## config.mk

```make
export PLATFORM = sky130hd
export DESIGN_NAME = scrambler
export DESIGN_NICKNAME = d
export VERILOG_FILES = /design/src/rtl/scrambler.sv
export SDC_FILE = /design/constraint.sdc
export NUM_CORES = 1
export LEC_CHECK = 0
export ABC_CLOCK_PERIOD_IN_PS = 4250
export CAP_MARGIN = 20
export CORE_MARGIN = 1.5
export CORE_UTILIZATION = 46
export DETAILED_ROUTE_END_ITERATION = 8
export MAX_ROUTING_LAYER = met4
export PLACE_DENSITY = 0.82
export SYNTH_ARGS = -nofsm -noshare
export SYNTH_HDL_FRONTEND = slang
export SYNTH_SLANG_ARGS = --single-unit
```

## constraint.sdc

```tcl
create_clock -name aclk -period 4.25 [get_ports aclk]
set_input_delay 0.85 -clock aclk [delete_from_list [all_inputs] [get_ports aclk]]
set_output_delay 0.85 -clock aclk [all_outputs]
set_load 0.1 [all_outputs]
```

## src/rtl/scrambler.sv

```systemverilog
// ---------------------------------------------------------------------------
// scrambler
//
// IEEE 802.11a/g data scrambler (x^7 + x^4 + 1) with an AXI-Stream slave
// input and a single registered AXI-Stream master output. Each accepted beat
// is XORed bit-by-bit (bit 0 earliest) with the frame-synchronous sequence.
// The 7-bit seed is reloaded on the first beat of each packet, and masked bit
// positions (tail bits) are forced to zero after scrambling.
//
// Parameters:
//   WIDTH              data bits per beat (>= 1)
// Ports:
//   aclk               clock
//   aresetn            asynchronous active-low reset
//   seed               initial LFSR state for the next packet (0 -> 7'h7F)
//   s_axis_tdata       plain data, bit 0 earliest in time
//   s_axis_tuser       rate code, passed through
//   s_axis_tkeep_zero  per-bit force-zero mask applied after scrambling
//   s_axis_tvalid      slave valid
//   s_axis_tready      slave ready
//   s_axis_tlast       last beat of packet
//   m_axis_tdata       scrambled data
//   m_axis_tuser       registered rate code
//   m_axis_tvalid      master valid
//   m_axis_tready      master ready
//   m_axis_tlast       registered last flag
// ---------------------------------------------------------------------------
module scrambler #(
    parameter int WIDTH = 24
) (
    input  logic             aclk,
    input  logic             aresetn,
    input  logic [6:0]       seed,
    input  logic [WIDTH-1:0] s_axis_tdata,
    input  logic [3:0]       s_axis_tuser,
    input  logic [WIDTH-1:0] s_axis_tkeep_zero,
    input  logic             s_axis_tvalid,
    output logic             s_axis_tready,
    input  logic             s_axis_tlast,
    output logic [WIDTH-1:0] m_axis_tdata,
    output logic [3:0]       m_axis_tuser,
    output logic             m_axis_tvalid,
    input  logic             m_axis_tready,
    output logic             m_axis_tlast
);

    // LFSR state, numbered to match the polynomial taps: sr[7] is the oldest bit.
    logic [7:1]       sr;
    logic             sop;
    logic [7:1]       sr_next;
    logic [WIDTH-1:0] scrambled;
    logic             s_hs;

    assign s_axis_tready = ~m_axis_tvalid | m_axis_tready;
    assign s_hs          = s_axis_tvalid & s_axis_tready;

    // WIDTH-deep unroll of the serial scrambler. The first beat of a packet
    // starts from the (non-zero) seed instead of the stored state.
    always_comb begin
        logic [7:1] st;
        logic       fb;
        scrambled = '0;
        fb        = 1'b0;
        if (sop) begin
            st = (seed == 7'h00) ? 7'h7F : seed;
        end else begin
            st = sr;
        end
        for (int unsigned i = 0; i < WIDTH; i++) begin
            fb           = st[7] ^ st[4];
            scrambled[i] = (s_axis_tdata[i] ^ fb) & ~s_axis_tkeep_zero[i];
            st           = {st[6:1], fb};
        end
        sr_next = st;
    end

    always_ff @(posedge aclk or negedge aresetn) begin
        if (!aresetn) begin
            sr            <= '0;
            sop           <= 1'b1;
            m_axis_tdata  <= '0;
            m_axis_tuser  <= '0;
            m_axis_tlast  <= 1'b0;
            m_axis_tvalid <= 1'b0;
        end else if (s_hs) begin
            sr            <= sr_next;
            // Next beat starts a new packet exactly when this one was last.
            sop           <= s_axis_tlast;
            m_axis_tdata  <= scrambled;
            m_axis_tuser  <= s_axis_tuser;
            m_axis_tlast  <= s_axis_tlast;
            m_axis_tvalid <= 1'b1;
        end else if (m_axis_tready) begin
            m_axis_tvalid <= 1'b0;
        end
    end

endmodule

```

# --- After elaboration in Yosys (flattened, before gate mapping) ---
# Index checks and enable logic that the tools add are counted.
totals:
  reg_bits: 38
  latch_bits: 0
  ramBits: 0
  mem_bits_ro: 0
  output_inout_bits: 31
  word_cells: 111
  n_memories: 0
classes:
  add_sub_neg: 0
  multipliers: 0
  n_div: 0
  order_cmp: 0
  n_eq_ne: 0
  shift: 0
  n_mux: 4
  n_bitwise: 99
  n_reduce_logical: 2
op_table:
  columns: ["cell", "n"]
  rows:
  - ["bitwise XOR 1 bit", 48]
  - ["bitwise AND 1 bit", 25]
  - ["inverter 1 bit", 25]
  - ["two-way mux 7 bit", 2]
  - ["logical NOT 7 bit", 1]
  - ["two-way mux 1 bit", 2]
  - ["nonzero test 2 bit", 1]
  - ["bitwise OR 1 bit", 1]

# --- Depth between registers and ports, before layout ---
# Gate-level depths: netlist (run 1).
logic_depth:
  depth_word: 11
  ltp_mapped: 8

# --- Least setup slack after synthesis (run 1) ---
# No wires, ideal clock.
synth_path:
  path_kind: "register to register"
  start: "register m_axis_tvalid"
  end: "register m_axis_tdata[21]"
  setup_ns: 0.092
  t_arrival_ns: 2.860
  t_required_ns: 4.158
  setup_slack_ns: 1.298
  path_stages_with_launch: 7
  path_buffers: 2
  synth_period_minus_slack_ns: 2.952
  cell_sequence: "dfrtp_1 -> nand2b_1 -> nand2_1 -> clkbuf_1 -> clkbuf_1 -> nand2_1 -> o31ai_2"
synth_via:
  elab_chain_len: 3
synth_lines:
  columns: ["element", "line_no", "rtl"]
  rows:
  - ["from (decl)", "42", "output logic m_axis_tvalid,"]
  - ["from (signal assigned)", "84", "m_axis_tvalid <= 1'b0;"]
  - ["from (signal assigned)", "92", "m_axis_tvalid <= 1'b1;"]
  - ["from (signal assigned)", "94", "m_axis_tvalid <= 1'b0;"]
  - ["inverter 1 bit", "54", "assign s_axis_tready = ~m_axis_tvalid | m_axis_tready;"]
  - ["bitwise OR 1 bit", "54", null]
  - ["named net s_axis_tready", "38", "output logic s_axis_tready,"]
  - ["bitwise AND 1 bit", "55", "assign s_hs = s_axis_tvalid & s_axis_tready;"]
  - ["to (signal assigned)", "89", "m_axis_tdata <= scrambled;"]
  - ["to (decl)", "40", "output logic [WIDTH-1:0] m_axis_tdata,"]
# The timed path passes the listed nets, and every way through them passes these cells.
# A chain may end at the register's enable or synchronous reset.

# --- Worst setup path after layout (run 1) ---
layout_path:
  start: "input seed[5]"
  end: "register m_axis_tdata[21]"
layout_via:
  elab_chain_len: 11
  word_cells_on_any_way: 18
layout_lines:
  columns: ["element", "line_no", "rtl"]
  rows:
  - ["from (decl)", "33", "input logic [6:0] seed,"]
  - ["logical NOT 7 bit", "65", "st = (seed == 7'h00) ? 7'h7F : seed;"]
  - ["two-way mux 7 bit *", "65", null]
  - ["two-way mux 7 bit *", "64", "if (sop) begin"]
  - ["bitwise XOR 1 bit (5 in a row)", "70", "fb = st[7] ^ st[4];"]
  - ["bitwise XOR 1 bit *", "70", null]
  - ["bitwise XOR 1 bit *", "71", "scrambled[i] = (s_axis_tdata[i] ^ fb) & ~s_axis_tkeep_zero[i];"]
  - ["bitwise AND 1 bit *", "71", null]
# Mark *: on every way between the ends. The rest lies on a longest branch, timed or not.

==> results.cfg, run 1 <==
[power_and_ir_drop]
combinationalPowerShare_pct = 71.1
vdd_drop_max_uv = 523
p_leak_nw = 1.34
intPower_mw = 1.41
p_switching_mw = 1.64
p_clk_share_pct = 8.7
pwr-share-seq_pct = 20.2
p_per_area_mw_per_mm2 = 912
p_sw_share_pct = 53.8

[global_routing]
met1_usage_pct = 29.3
grt_first_pass_wirelength_mm = 8.65
grt-busiest-layer = met2
grt_usage_pct = 22.0
antenna_found_initial = 0
grtUsageMet2_pct = 34.5
grt_max_degree = 46
met3_usage_pct = 4.42
grt_pass1_vias = 1751
grt_overflow_total = 0

[detailed_routing]
num_vias = 1778
drtIter0Drc = 61
wl_per_cell_um = 14.5
ant_nets = 0
wirelength_mm = 5.33
firstDrtPassIters = 4
drc = 0
vias_per_cell = 4.84

[sta]
hold_viol = 0
worst_pin_slew_ns = 1.00
worst_slack_ns = 1.27
rsz0062_at_grt = false
fin_crit_ns = 2.98
setup_viol = 0
fmax_mhz = 336
fin_tns_setup_ns = 0
period_share_pct = 70.0
maxSlewHeadroom_pct = 32.9
fin_worst_skew_ns = 0.00682
slew_viol_final = 0

[layout]
utilization_pct = 70.6
drive_gt1_share_pct = 10.3
synthToLayoutAreaGrowth_pct = 47.2
layout.cells.non_filler = 367
final_nets = 363
n_fill_cell = 362
design_area_mm2 = 0.00333
antennaDiodeCount = 0
layout_common_cells = clkdlybuf4s50_1 (92), dfrtp_1 (37), nand2_1 (34)
layout_commonest_cell = clkdlybuf4s50_1

[floorplanning]
die_width_um = 73.2
die_y_um = 73.2
design.die.area_mm2 = 0.00536
coreArea_mm2 = 0.00472
io_pins = 95
initial_core_util_pct = 48.0
rows = 25

[logic_synthesis]
avgSynthCellArea_um2 = 10.9
synth_area_leaders = dfrtp_1 (41%), xnor2_1 (13%), xor2_1 (8.9%)
synth_area_mm2 = 0.00227
synth-seq-area-share_pct = 42.0
netlist_instances = 208
synth_top_cell_by_area = dfrtp_1
ys.warnings.count = 0
ys_ff_latch = 38
synthesis.nets = 272
netlist.area_leader.share_pct = 40.9
ys_types = 30

[placement]
dp_cells = 359
place_ws_ns = 0.955
dp_hpwl_mm = 4.03
placed_area_mm2 = 0.00324
place.gp.congestion = 0.897
portBuffers = 94

[clocking]
holdBufCountCts = 0
cts.repair.resized = 0
cts_buffers = 5
clk_pin_slew_ns = 0.08
cts_max_level = 2
clock_latency_ns = 0.29
cts_tree = yes
cts_sinks = 38
cts.path.max_buffers = 2
postCtsSetupRepairBufs = 0
cts-root-buf = clkbuf_8

[worst_hold_path]
hold_path.class = flop to flop

[worst_setup_path]
endpoint_kind = flop
crit_required_ns = 4.45
critPathKind = primary input to flop
cp_num_buf_inv = 1
path_delay_family = XOR/XNOR gates
worstPathCellList = clkdlybuf4s50_1, nor4_4, a31oi_2, xnor2_2, xor3_1, xor2_1, o31ai_2
crit_path_start_kind = primary input
slowest_stage = clkdlybuf4s50_1
cpPeakStageDelay_ns = 0.52
arrival_ns = 3.18
crit_fanout = 5

[run]
cap_violations = 0

[status]
status = complete, no violations
## tightest hold or removal path, cell delays in order (launching register included)
cell	delay (ns)
dfrtp_1	0.35
nand2_1	0.05
o31ai_1	0.05
## power by group through the flow
stage / clock network [mW] / registers [mW] / logic [mW]
after floorplan: 0 / 1.33 / 1.00
after global placement: 0 / 0.616 / 2.15
after detailed placement: 0 / 0.622 / 2.17
after CTS: 0.272 / 0.616 / 2.18
after global routing: 0.283 / 0.634 / 2.31
final: 0.265 / 0.615 / 2.16
## path summary, 6_finish.rpt
path                                   from               end  slack [ns]  cells past startpoint
max                                 seed[5]  m_axis_tdata[21]        1.27                      7
min                        m_axis_tdata[20]  m_axis_tdata[20]        0.48                      2
max reg2reg                             sop  m_axis_tdata[21]        1.67                      6
min reg2reg                m_axis_tdata[20]  m_axis_tdata[20]        0.48                      2
max in group asynchronous           aresetn  m_axis_tdata[18]        3.05                      1
min in group asynchronous           aresetn   m_axis_tdata[2]        0.66                      1
## cells in the mapped netlist
cell type and number:
a31oi_2 1, xnor3_1 1, buf_4 1, mux2i_1 3, buf_1 1, and3b_1 1, a31oi_4 1, xnor2_1 33
mux2i_4 3, mux2_4 2, nand3_1 1, xor2_1 23, xnor2_2 1, nand2_1 35, o31ai_1 22, o22ai_1 3
nor2_1 4, o22a_2 1, dfrtp_1 37, clkbuf_2 1, clkbuf_1 7, mux2_2 6, buf_6 1, a21oi_1 2
o31ai_2 2, nand2b_1 6, nor4_4 1, xor3_1 1, o21ai_0 6, dfstp_2 1
## layout make-up
cell class | instances | area [µm²] | share of cell area [%]
Clock buffer | 6 | 82.6 | 2.48
Sequential cell | 38 | 952 | 28.6
Tap cell | 67 | 83.8 | 2.51
Clock inverter | 2 | 12.5 | 0.375
Multi-Input combinational cell | 159 | 1260 | 37.9
Timing Repair Buffer | 95 | 941 | 28.2
## logic make-up after synthesis
kind of cell	count (synthesis)	synth area share, %
buf+inv	11	2.37
mux	14	8.61
compound gates	38	12.9
simple gates	48	9.66
xor+xnor	59	24.4
flops	38	42.0
## per-layer routing
metal | vias to the layer above | wire (µm)
met5 | - | 0
met4 | 0 | 51
met3 | 4 | 295
met2 | 66 | 2440
met1 | 816 | 2550
li1 | 892 | -
## registers in the layout, indices dropped and copies added (netlist names)
register,flops
m_axis_tuser,4
sr,7
m_axis_tvalid,1
m_axis_tdata,24
sop,1
m_axis_tlast,1
## stage by stage
step | total power, mW | hold slack (ns)
2_1_floorplan | 2.33 | 0.492
3_3_place_gp | 2.77 | 0.459
3_5_place_dp | 2.79 | 0.465
4_1_cts | 3.07 | 0.483
5_1_grt | 3.22 | 0.502
6_report | 3.04 | 0.479
(Power assumes the default switching activity.)
==> run 2: changes to the inputs <==
Settings changed: ABC_CLOCK_PERIOD_IN_PS 4250 to 2700, CORE_UTILIZATION 46 to 39, PLACE_DENSITY 0.82 to 0.74.
Clock period 4.25 ns to 2.7 ns, I/O delays scaled along.
==> run 2 against run 1 <==
Compared with the run above: routed wire length is 8.0% higher; highest routed layer unchanged; clock power is 130% higher; die area is 17% higher; setup slack worse by 1.0 ns; critical path depth is 1 higher; utilization is 7.5 points lower; clock skew is 0.0023 ns higher.
==> results.cfg, run 2 (same netlist as run 1, synthesis figures left out) <==
[worst_setup_path]
endpoint_kind = flop
cpPeakStageDelay_ns = 0.50
crit_path_start_kind = primary input
critPathLaunch = seed[5]
critPathKind = primary input to flop
crit_required_ns = 2.89
path_common_cell = xor2_1
crit_fanout = 4
cp_num_buf_inv = 2
rr_worst_depth = 7
crit_end = m_axis_tdata[20]
slowest_stage = clkdlybuf4s50_1
rr_endpoint = m_axis_tdata[19]
cp.depth = 8
r2r_setup_slack_ns = 0.29
worstPathCellList = clkdlybuf4s50_1, nor4_4, a31oi_2, xnor2_2, buf_4, xor2_1, xor2_1, o31ai_1
r2r_start = sop
path_delay_family = buffers and inverters
arrival_ns = 2.64

[floorplanning]
die_y_um = 79.2
coreArea_mm2 = 0.00554
die_width_um = 79.2
io_pins = 95
rows = 27
design.die.area_mm2 = 0.00628
initial_core_util_pct = 40.9

[layout]
layout_common_cells = clkdlybuf4s50_1 (62), buf_4 (53), dfrtp_1 (37)
reg_top3 = m_axis_tdata: 24 flops, sr: 7 flops, m_axis_tuser: 4 flops
largest_register_ffs = 24
layout_commonest_cell = clkdlybuf4s50_1
regMostFlops = m_axis_tdata
antennaDiodeCount = 0
drive_gt1_share_pct = 26.1
synthToLayoutAreaGrowth_pct = 54.2
final_nets = 385

[global_routing]
grt_max_degree = 39
grt_overflow_total = 0
antenna_found_initial = 0
grt_pass1_vias = 1927
grt_first_pass_wirelength_mm = 9.29
grt_usage_pct = 20.0

[sta]
fin_worst_skew_ns = 0.00909
maxSlewHeadroom_pct = 42.3
worst_pin_slew_ns = 0.865
rsz0062_at_grt = false
fin_crit_ns = 2.45
worst_slack_ns = 0.250
slew_viol_final = 0
fin_tns_setup_ns = 0
setup_viol = 0
period_share_pct = 90.7
fmax_mhz = 408
hold_viol = 0

[clocking]
cts_max_level = 2
cts_tree = yes
holdBufCountCts = 0
clk_pin_slew_ns = 0.08
cts_buffers = 5
cts.repair.resized = 0
postCtsSetupRepairBufs = 0
cts_sinks = 38
cts.path.max_buffers = 2
clock_latency_ns = 0.29
cts-root-buf = clkbuf_8

[detailed_routing]
firstDrtPassIters = 5
drc = 0
ant_nets = 0
wl_per_cell_um = 14.6
vias_per_cell = 4.77
drtIter0Drc = 82
wirelength_mm = 5.76
num_vias = 1879

[power_and_ir_drop]
p_per_area_mw_per_mm2 = 1490
vdd_drop_max_uv = 804
p_leak_nw = 1.52

[placement]
portBuffers = 94
place.gp.congestion = 0.901
dp_hpwl_mm = 4.51
place_ws_ns = -0.0866

[status]
status = complete, no violations

[run]
cap_violations = 0

[worst_hold_path]
hold_path.class = primary input to asynchronous set/reset pin
[run 2: changes by cell type in the layout (fill, tap and decap cells not counted)]
cell             change
clkinvlp_4           -1
clkinv_2             -1
bufinv_16            +2
clkdlybuf4s50_1     -30
nand2b_1             -1
buf_4               +51
buf_12               +1
nand2b_2             +1
[run 2: final cells by class]
cell class / count / area (µm²)
fill: 471 / 2050
multi-input combinational: 159 / 1260
timing repair buffer: 117 / 1040
sequential: 38 / 952
tap: 72 / 90.1
clock buffer: 6 / 82.6
clock inverter: 2 / 60.1
[run 2: per-layer routing]
layer  up-vias  track usage (%)  part of all wire (%)
met5         -                -                     0
met4         0             5.44                  0.96
met3         5             4.71                   5.4
met2        62             33.7                    49
met1       875             24.2                    45
li1        937                -                     -
[run 2: per-stage QoR]
stage	instances	hold WS, ns	util (%)	power [mW]	instance area, µm²
2_1_floorplan	208	0.244	-	3.67	2270
3_3_place_gp	386	0.461	60.5	4.59	3350
3_5_place_dp	386	0.468	60.5	4.65	3350
4_1_cts	394	0.386	63.1	5.27	3490
5_1_grt	394	0.418	63.1	5.52	3490
6_report	394	0.359	63.1	5.22	3490
[run 2: worst min path at each step]
stage / endpoint / slack (ns) / cells past startpoint
finish: m_axis_tdata[8] / 0.36 / 1
global route: m_axis_tdata[6] / 0.42 / 1
CTS: m_axis_tlast / 0.39 / 1
detailed placement: m_axis_tdata[14] / 0.47 / 2
global placement: m_axis_tdata[6] / 0.46 / 2
floorplan: m_axis_tdata[0] / 0.24 / 0
[run 2: power by group]
group          switching (mW)  internal (mW)  total (mW)
logic                    2.27           1.38        3.65
registers               0.180          0.789       0.969
clock network           0.208          0.394       0.603
total                    2.66           2.56        5.22
